`src/rtl/trackball_input_arbiter.sv`:
```
// trackball_input_arbiter: grants the trackball emulator to the most recently active input source
// (PS/2 mouse, digital stick, analog stick). Ownership is held until that source has been idle for HOLD_CYCLES.
module trackball_input_arbiter #(
   parameter int HOLD_W      = 24,
   parameter int HOLD_CYCLES = 12_000_000,
   parameter int DEADZONE    = 10
) (
   input  logic        clk,
   input  logic        reset,
   input  logic [3:0]  joystick,
   input  logic [15:0] joystick_analog,
   input  logic [24:0] ps2_mouse,
   output logic [3:0]  tb_joystick,
   output logic [15:0] tb_joystick_analog,
   output logic        tb_joystick_mode,
   output logic [24:0] tb_ps2_mouse,
   output logic [1:0]  owner
);
   localparam logic [1:0] IDLE      = 2'd0;
   localparam logic [1:0] OWN_MOUSE = 2'd1;
   localparam logic [1:0] OWN_DIG   = 2'd2;
   localparam logic [1:0] OWN_ANA   = 2'd3;
   localparam logic [HOLD_W-1:0] HOLD_LOAD = HOLD_W'(HOLD_CYCLES);
   logic [1:0]        state_n;
   logic [HOLD_W-1:0] hold, hold_n;
   logic [7:0]        x, y, ax, ay;
   logic              m_last, primed, m_edge, m_act, d_act, a_act, own_act, fwd;
   always_comb begin
      x = joystick_analog[7:0];
      y = joystick_analog[15:8];
      ax = x[7] ? ((x == 8'h80) ? 8'd127 : -x) : x;
      ay = y[7] ? ((y == 8'h80) ? 8'd127 : -y) : y;
      // primed masks the first clock after reset, while m_last still holds its reset value
      m_edge = primed && (ps2_mouse[24] != m_last);
      m_act = m_edge && (|ps2_mouse[23:8]);
      d_act = |joystick;
      a_act = (ax >= 8'(DEADZONE)) || (ay >= 8'(DEADZONE));
      own_act = (owner == OWN_MOUSE) ? m_act : (owner == OWN_DIG) ? d_act : a_act;
      state_n = owner;
      hold_n = hold;
      if (owner == IDLE) begin
         state_n = m_act ? OWN_MOUSE : d_act ? OWN_DIG : a_act ? OWN_ANA : IDLE;
         if (m_act || d_act || a_act) hold_n = HOLD_LOAD;
      end else if (own_act) hold_n = HOLD_LOAD;
      else if (hold == '0) state_n = IDLE;
      else hold_n = hold - 1'b1;
      fwd = m_edge && ((owner == OWN_MOUSE) || ((owner == IDLE) && m_act));
   end
   always_ff @(posedge clk or posedge reset) begin
      if (reset) begin
         owner <= IDLE;
         hold <= '0;
         m_last <= 1'b0;
         primed <= 1'b0;
         tb_joystick <= '0;
         tb_joystick_analog <= '0;
         tb_joystick_mode <= 1'b0;
         tb_ps2_mouse <= '0;
      end else begin
         owner <= state_n;
         hold <= hold_n;
         m_last <= ps2_mouse[24];
         primed <= 1'b1;
         tb_joystick <= (state_n == OWN_DIG) ? joystick : '0;
         tb_joystick_analog <= (state_n == OWN_ANA) ? joystick_analog : '0;
         tb_joystick_mode <= (state_n == OWN_ANA) ? 1'b1 : (state_n == OWN_DIG) ? 1'b0 : tb_joystick_mode;
         if (fwd) tb_ps2_mouse <= {~tb_ps2_mouse[24], ps2_mouse[23:0]};
      end
   end
endmodule

```
`config.mk`:
```
export PLATFORM = sky130hd
export DESIGN_NAME = trackball_input_arbiter
export DESIGN_NICKNAME = d
export VERILOG_FILES = /design/src/rtl/trackball_input_arbiter.sv
export SDC_FILE = /design/constraint.sdc
export NUM_CORES = 1
export LEC_CHECK = 0
export ABC_CLOCK_PERIOD_IN_PS = 2600
export BUFFER_PORTS_ARGS = -buffer_cell sky130_fd_sc_hd__buf_2
export CORE_ASPECT_RATIO = 1.4
export CORE_MARGIN = 8
export CORE_UTILIZATION = 48
export CTS_CLUSTER_DIAMETER = 80
export DETAILED_ROUTE_END_ITERATION = 16
export PLACE_DENSITY = 0.8
export SYNTH_ARGS = -nofsm -noshare
export SYNTH_HDL_FRONTEND = slang
export SYNTH_SLANG_ARGS = --single-unit
```
`constraint.sdc`:
```
create_clock -name clk -period 2.6 [get_ports clk]
set_input_delay 0.52 -clock clk [delete_from_list [all_inputs] [get_ports clk]]
set_output_delay 0.52 -clock clk [all_outputs]
set_load 0.02 [all_outputs]
```
# Word-level counts from Yosys, hierarchy flattened

Cells that the tools add are included.

Register bits: 74
Input port bits: 47
Output and inout port bits: 48

Add/sub/neg operators: 3
$lt $le $gt $ge: 2
Equality and inequality tests: 9
Multiplexer cells: 20
Bitwise logic cells: 1
Reductions and logical operators: 14

Operator list:

| cell                  | number |
|---|---|
| $mux 24               | 4 |
| $mux 8                | 4 |
| $logic_not 24->1      | 1 |
| $sub 24x1->24 const B | 1 |
| $eq 8x8->1 const B    | 2 |
| $ge 8x4->1 const B    | 2 |
| $mux 16               | 1 |
| $neg 8->8             | 2 |
| $reduce_or 16->1      | 1 |
| $mux 2                | 6 |
| $eq 2x2->1 const B    | 3 |
| $logic_and 1x1->1     | 4 |
| $logic_or 1x1->1      | 4 |
| $mux 1                | 4 |
| $mux 4                | 1 |
| $reduce_or 4->1       | 1 |
| $ne 3x3->1 const B    | 1 |
| $eq 2x1->1 const B    | 1 |
| $logic_not 2->1       | 1 |
| $ne 2x1->1 const B    | 1 |
| $reduce_and 2->1      | 1 |
| $reduce_bool 2->1     | 1 |
| $ne 1x1->1            | 1 |
| $not 1->1             | 1 |

# Longest topological paths before layout

Gate-level depths: netlist (run 1).

Word-level depth: 12
Gate-level depth with buffers: 11
Mapped depth without buffers: 9

# Worst setup path after synthesis (run 1)

No wires, ideal clock.

Path kind: input port to flip-flop
Start point: input port joystick_analog[8]
End point: register tb_joystick_analog[10]
Setup time: 117 ps
Arrival: 2,502 ps
Required time: 2,483 ps
Setup slack: -18 ps
Stages: 10
Path buffers: 1
Cell sequence: inv_1 ha_1 nor4b_1 o32a_1 o21ai_1 nand4_1 a211o_1 nor3b_4 buf_6 and2_4

Longest elaborated chain between the ends: 11

RTL lines:

| item                                                 | RTL line | RTL |
|---|---|---|
| from (decl)                                          | 11       | `input logic [15:0] joystick_analog,` |
| $neg 8->8 / $eq 8x8->1 (equally long branches)       | 32       | `ay = y[7] ? ((y == 8'h80) ? 8'd127 : -y) : y;` |
| $mux 8                                               | 32       |  |
| $mux 8 (*)                                           | 32       |  |
| $ge 8x4->1 (*)                                       | 37       | `a_act = (ax >= 8'(DEADZONE)) \|\| (ay >= 8'(DEADZONE));` |
| $logic_or 1x1->1 (*)                                 | 37       |  |
| $mux 1 / $mux 2 (equally long branches) (2 in a row) | 38, 42   |  |
| $mux 2, on equally long branches                     | 44, 42   |  |
| $mux 2 (*)                                           | 41       | `if (owner == IDLE) begin` |
| net state_n[0]                                       | 24       | `logic [1:0] state_n;` |
| $eq 2x2->1 (*)                                       | 65       | `tb_joystick_analog <= (state_n == OWN_ANA) ? joystick_analog : '0;` |
| $mux 16 (*)                                          | 65       |  |
| to (signal assigned)                                 | 65       |  |
| to (decl)                                            | 14       | `output logic [15:0] tb_joystick_analog,` |

Mark *: on every way through the listed nets, which the timed path passes. The rest lies on a longest branch.
A chain may end at the register's enable or synchronous reset.

# Final worst setup path (run 1)

Start point: input port joystick_analog[8]
End point: register hold[23]

Longest elaborated chain between the ends: 9

RTL lines:

| item                                                         | RTL line | RTL |
|---|---|---|
| $neg 8->8 / $eq 8x8->1 (equally long branches)               | 32       |  |
| $mux 8                                                       | 32       |  |
| $mux 8 (*)                                                   | 32       |  |
| $ge 8x4->1 (*)                                               | 37       |  |
| $logic_or 1x1->1 (*)                                         | 37       |  |
| $mux 1 (2 in a row)                                          | 38       | `own_act = (owner == OWN_MOUSE) ? m_act : (owner == OWN_DIG) ? d_act : a_act;` |
| $ne 3x3->1 (no line) / $mux 24 (equally long branches)       | --       |  |
| $reduce_and 2->1 (no line) / $mux 24 (equally long branches) | --       |  |
| to (signal assigned)                                         | 61       | `hold <= hold_n;` |
| to (decl)                                                    | 25       | `logic [HOLD_W-1:0] hold, hold_n;` |

Mark *: on every way between the ends. The rest lies on a longest branch, timed or not.

==> results of run 1 <==
[state kept, by name, summed over array words and instances (netlist names)]
signal              count
m_last                  1
tb_joystick_mode        1
tb_joystick_analog     16
tb_ps2_mouse           25
primed                  1
owner                   2
tb_joystick             4
hold                   24
[stage by stage]
step | instance area, um2 | setup WS (ns) | hold slack (ns) | util (%) | setup TNS (ns)
2_1_floorplan | 3780 | 0.0174 | 0.510 | - | 0
5_1_grt | 4840 | -0.00194 | 0.262 | 62.9 | -0.00194
3_3_place_gp | 4650 | -0.0904 | 0.458 | 60.3 | -0.949
4_1_cts | 4820 | 0.0469 | 0.270 | 62.6 | 0
3_5_place_dp | 4650 | -0.193 | 0.474 | 60.3 | -6.54
6_report | 4840 | 0.127 | 0.275 | 62.9 | 0
[where the power goes]
| part | internal, uW | leakage [uW] | total (uW) | switching (uW) |
|---|---|---|---|---|
| Sequential | 1300 | 0.000901 | 1420 | 116 |
| Clock | 351 | 0.0000762 | 791 | 439 |
| Combinational | 366 | 0.00122 | 803 | 437 |
| Total | 2020 | 0.00220 | 3010 | 992 |
[critical path: stages]
cell and delay (ns):
buf_2 0.11, inv_1 0.08, ha_1 0.21, nor2b_1 0.08
a221oi_1 0.35, buf_4 0.18, a311oi_2 0.05, nand3_2 0.13
buf_4 0.17, nor2_4 0.05, buf_4 0.13, or4_1 0.46
a21o_1 0.19
[path summary, 6_finish.rpt]
kind	startpoint	to	slack [ns]
setup / recovery	joystick_analog[8]	hold[23]	0.13
hold / removal	reset	tb_ps2_mouse[2]	0.27
setup reg to reg	hold[11]	hold[9]	0.14
hold reg to reg	tb_ps2_mouse[24]	tb_ps2_mouse[24]	0.47
max in group asynchronous	reset	tb_joystick_analog[4]	1.68
min in group clk	ps2_mouse[24]	m_last	0.29
[area by class of cell]
type	instances	area, um2
Inverter	12	45.0
Clock inverter	5	40.0
Clock buffer	11	131
Fill cell	649	2860
Tap cell	100	125
Sequential cell	74	1850
Timing Repair Buffer	136	836
Multi-Input combinational cell	240	1810
[timing repair]
action | 4_1_cts | 5_1_grt
setup buffers | 0 | 1
resized for setup | 0 | 4
endpoints found under the setup margin | 0 | 43
[per-layer routing]
metal | track usage [%] | part of all wire, % | vias up
li1 | - | - | 1538
met1 | 18.4 | 38 | 1578
met2 | 32.5 | 54 | 86
met3 | 6.01 | 4.8 | 23
met4 | 9.15 | 3.1 | 0
met5 | 0 | 0 | -
[cell families after synthesis]
group	after synthesis
flip-flops	74
buffers and inverters	28
multiplexers	31
XOR/XNOR	3
other	1
AND/OR/NAND/NOR	123
adder cells (fa/ha/maj)	6
AO/OA/AOI/OAI	76
[layout by cell type (no fill, tap or decap), types with 4 or more instances in the layout]
master,n
a21boi_0,7
a21oi_1,23
and2_1,12
and2_4,10
buf_12,4
buf_2,94
buf_4,38
clkbuf_8,9
dfrtp_1,74
ha_1,6
inv_1,11
mux2_2,24
mux2i_1,7
nand2_1,12
nand3_1,10
nor2_1,8
nor2b_1,4
nor3_1,11
nor4_1,12
o21ai_0,7
o21ai_2,4
o31ai_1,12
or3_1,6
or4_1,13
==> results.yml, run 1 <==
worst_setup_path:
  worstSetupPathType: "input pin to flip-flop"
  arrival_ns: 2.72
  crit_fanout: 4
  endpoint_kind: "flip-flop"
  critical_path_required_ns: 2.85
  critPathLaunchType: "input pin"
  rr_worst_depth: 8
finish:
  drive_above_1_share_pct: 42.5
  antennaDiodeCount: 0
  stdcell_count: 578
  nNetsFinal: 526
  area_delta_synth_final_pct: 28.1
yosys:
  syn_nets: 395
  muxShareOfSynthArea_pct: 9.00
  synthXorXnorAreaFrac_pct: 0.695
  yosysMostFrequentCell: "dfrtp_1"
  synth-simple-area-share_pct: 21.5
  synth.cell_area_um2: 3780
  synthTopCellsByArea: "dfrtp_1, mux2_2, a21oi_1, or4_1, o31ai_1"
  syn_area_per_cell_um2: 11.1
  synth_common_cells: "dfrtp_1, mux2_2, a21oi_1"
  synthArstFlopShare_pct: 100
  ys_ff_latch: 74
  ys.flop_type: "dfrtp_1"
  yosys.area.top_type: "dfrtp_1"
  ys_warn_count: 0
  synth_top_family_by_area: "simple AND/OR/NAND/NOR gates"
  yosysUniqueCellTypes: 63
  synth_compound_area_share_pct: 14.0
  syn_inst: 342
  synth_edf_count: 0
  synthAdderAreaFrac_pct: 1.99
  ys_seq_area_share_pct: 49.0
  synth_top_area_share_pct: 49.0
drt:
  final_antenna_net_count: 0
  drt_iter0_markers: 163
  viasPerCell: 5.58
  wire_per_inst_um: 16.4
  wl_um: 9470
  drc: 0
  vias: 3225
  first_pass_iters: 4
die:
  die_x_um: 91
  dieArea_um2: 11000
  start_util_pct: 49.1
  pin_count: 95
  die_y_um: 121
  core_um2: 7700
  rows: 38
clocking:
  cts-htree-levels: 3
  cts_buffers: 9
  clock_path_buffers: 2
  cts.clk_slew.worst_paths_ns: 0.08
  cts_tree: "done"
  clock_latency_ns: 0.36
  cts-root-buf: "clkbuf_8"
  cts_sinks: 74
  hold_buffers: 0
grt:
  grt_pass1_vias: 3506
  antenna_found_initial: 0
  grt_start_max_net_pins: 36
  grt_usage_pct: 18.2
  overflow: 0
  grt_pass1_wl_um: 16000
sta:
  hold_violations: 0
  clock_skew_ns: 0.00969
  worst_pin_slew_ns: 0.714
  period_minus_slack_ns: 2.47
  setup_violations: 0
  fin_crit_sh_pct: 95.1
  max_freq_mhz: 404
  maxSlewViolCount: 0
  slew_headroom_pct: 52.3
power:
  total_power_uw: 3010
  peakVddDrop_mv: 0.373
  p_per_area_nw_per_um2: 622
  leakage_uw: 0.00220
min_path:
  worstHoldPathType: "input pin to async pin"
outcome:
  status: "finished, final reports clean"
placed_design:
  place_hpwl_um: 7270
  gp_congestion: 0.837
  port_buffers: 94
  dp_cells: 561
job:
  maxCapViolations: 0
Note: power is estimated with default switching activity, not from simulation.
==> run 2: changes to the inputs <==
Settings changed: GPL_ROUTABILITY_DRIVEN from default to 0, PLACE_DENSITY 0.8 to 0.76.
==> run 2 against run 1 <==
Effect of this change: clock power is 24% higher; cell area rose by 2.6%; largest power group unchanged; largest cell class unchanged; non-clock buffer count up 10; clock skew increased by 0.0025 ns; die area unchanged; highest routed layer unchanged; hold slack got worse by 0.043 ns; via count fell by 1.1%.
==> results.yml, run 2 (same netlist as run 1, synthesis figures left out) <==
worst_setup_path:
  endpoint_kind: "flip-flop"
  critPathMaxStageDelay_ns: 0.58
  crit_path_top_delay_cell: "or4_4"
  critical_path_required_ns: 2.84
  crit_fanout: 16
  worstSetupPathType: "flip-flop to flip-flop"
  path_cells: "or4_4, nor4_4, and4_4, o22ai_1, a211o_1, nor3b_4, buf_12, and2_1"
  arrival_ns: 2.72
  critPathLaunchType: "flip-flop"
grt:
  grt_pass1_wl_um: 15600
  grt_start_max_net_pins: 45
  antenna_found_initial: 0
  grt_pass1_vias: 3502
  overflow: 0
  grt_usage_pct: 17.5
die:
  pin_count: 95
  rows: 38
  start_util_pct: 49.1
  die_y_um: 121
  dieArea_um2: 11000
  die_x_um: 91
  core_um2: 7700
placed_design:
  dp_cells: 572
  place_hpwl_um: 7210
  pre_cts_ws_ns: -0.166
  port_buffers: 94
sta:
  max_freq_mhz: 403
  period_minus_slack_ns: 2.48
  grt_setup_unrepaired: "no"
  setup_violations: 0
  worst_pin_slew_ns: 0.557
  hold_slack_ns: 0.232
  hold_violations: 0
  maxSlewViolCount: 0
  setup_tns_ns: 0
  slew_headroom_pct: 62.9
  setup_ws_ns: 0.117
  clock_skew_ns: 0.0122
  fin_crit_sh_pct: 95.5
finish:
  final_common_cell: "buf_2"
  drive_above_1_share_pct: 43.9
  area_delta_synth_final_pct: 31.5
  layout_common_cells: "buf_2, dfrtp_1, buf_4, mux2_2, a21oi_1"
  antennaDiodeCount: 0
  stdcell_count: 588
  nNetsFinal: 536
  largest_reg_flops: 25
  top_register: "tb_ps2_mouse"
  top_regs: "tb_ps2_mouse x25, hold x24, tb_joystick_analog x16"
power:
  combPwrFrac_pct: 25.9
  peakVddDrop_mv: 0.395
  total_power_uw: 3210
  power_switching_uw: 987
  p_clk_share_pct: 30.5
  sequentialPowerShare_pct: 43.6
  leakage_uw: 0.00228
  sw_frac_of_total_pct: 30.8
  p_per_area_nw_per_um2: 645
  p_int_uw: 2220
drt:
  final_antenna_net_count: 0
  wire_per_inst_um: 15.8
  wl_um: 9320
  vias: 3191
  first_pass_iters: 4
  viasPerCell: 5.43
  drc: 0
  drt_iter0_markers: 133
job:
  maxCapViolations: 0
min_path:
  worstHoldPathType: "input pin to async pin"
clocking:
  cts_sinks: 74
  clock_path_buffers: 2
  cts_tree: "done"
  clock_latency_ns: 0.35
  cts.clk_slew.worst_paths_ns: 0.08
  cts_buffers: 9
  cts-htree-levels: 3
  hold_buffers: 0
  cts-root-buf: "clkbuf_8"
  postCtsSetupBuffers: 0
outcome:
  status: "finished, final reports clean"
==> run 2: routing by layer <==
metal  vias to the layer above  GRT usage (%)  share of wire [%]
li1                       1548              -                  -
met2                        73           33.5                 56
met1                      1556           17.0                 38
met3                        14           4.58                4.4
met5                         -              0                  0
met4                         0           7.81                2.0
==> run 2: area by class of cell <==
| type | count | area [um2] |
|---|---|---|
| fillers | 653 | 2730 |
| clock inverters | 6 | 90.1 |
| multi-input cells | 240 | 1820 |
| repair buffers | 146 | 911 |
| flip-flops and latches | 74 | 1850 |
| inverters | 12 | 45.0 |
| well taps | 100 | 125 |
| clock buffers | 10 | 128 |
==> run 2: stage by stage <==
step                area (um2)  util (%)
global placement          4730      61.4
CTS                       4950      64.3
finish                    4970      64.5
global route              4970      64.5
detailed placement        4730      61.4
floorplan                 3780         -
==> run 2: worst paths after layout <==
kind                                  start                     to  slack, ns  cells past startpoint
max in group asynchronous             reset  tb_joystick_analog[5]       1.90                      3
hold / removal                        reset        tb_ps2_mouse[0]       0.23                      3
setup / recovery                   hold[16]  tb_joystick_analog[2]       0.12                      8
hold reg to reg            tb_ps2_mouse[24]       tb_ps2_mouse[24]       0.47                      1
min in group clk              ps2_mouse[24]                 m_last       0.30                      1
setup reg to reg                   hold[16]  tb_joystick_analog[2]       0.12                      8
==> run 2: power groups by stage <==
stage	Clock [uW]	Sequential (uW)	Combinational, uW
floorplan	0	1530	376
global placement	0	1410	808
detailed placement	0	1420	838
CTS	1000	1400	839
global route	1050	1420	907
finish	979	1400	829
==> run 2: worst max-delay path: cells and delay by family, from the launching register on <==
kind | cells | cell delay (ns)
DFF | 1 | 0.40
AOI/OAI and AO/OA | 2 | 0.43
and+or+nand+nor | 5 | 1.38
buffers and inverters | 1 | 0.15
==> run 2: timing repair <==
action / in CTS / in global routing
setup endpoints to repair: 17 / 37
gates resized for setup: 1 / 4
hold endpoints to repair: 0 / 0
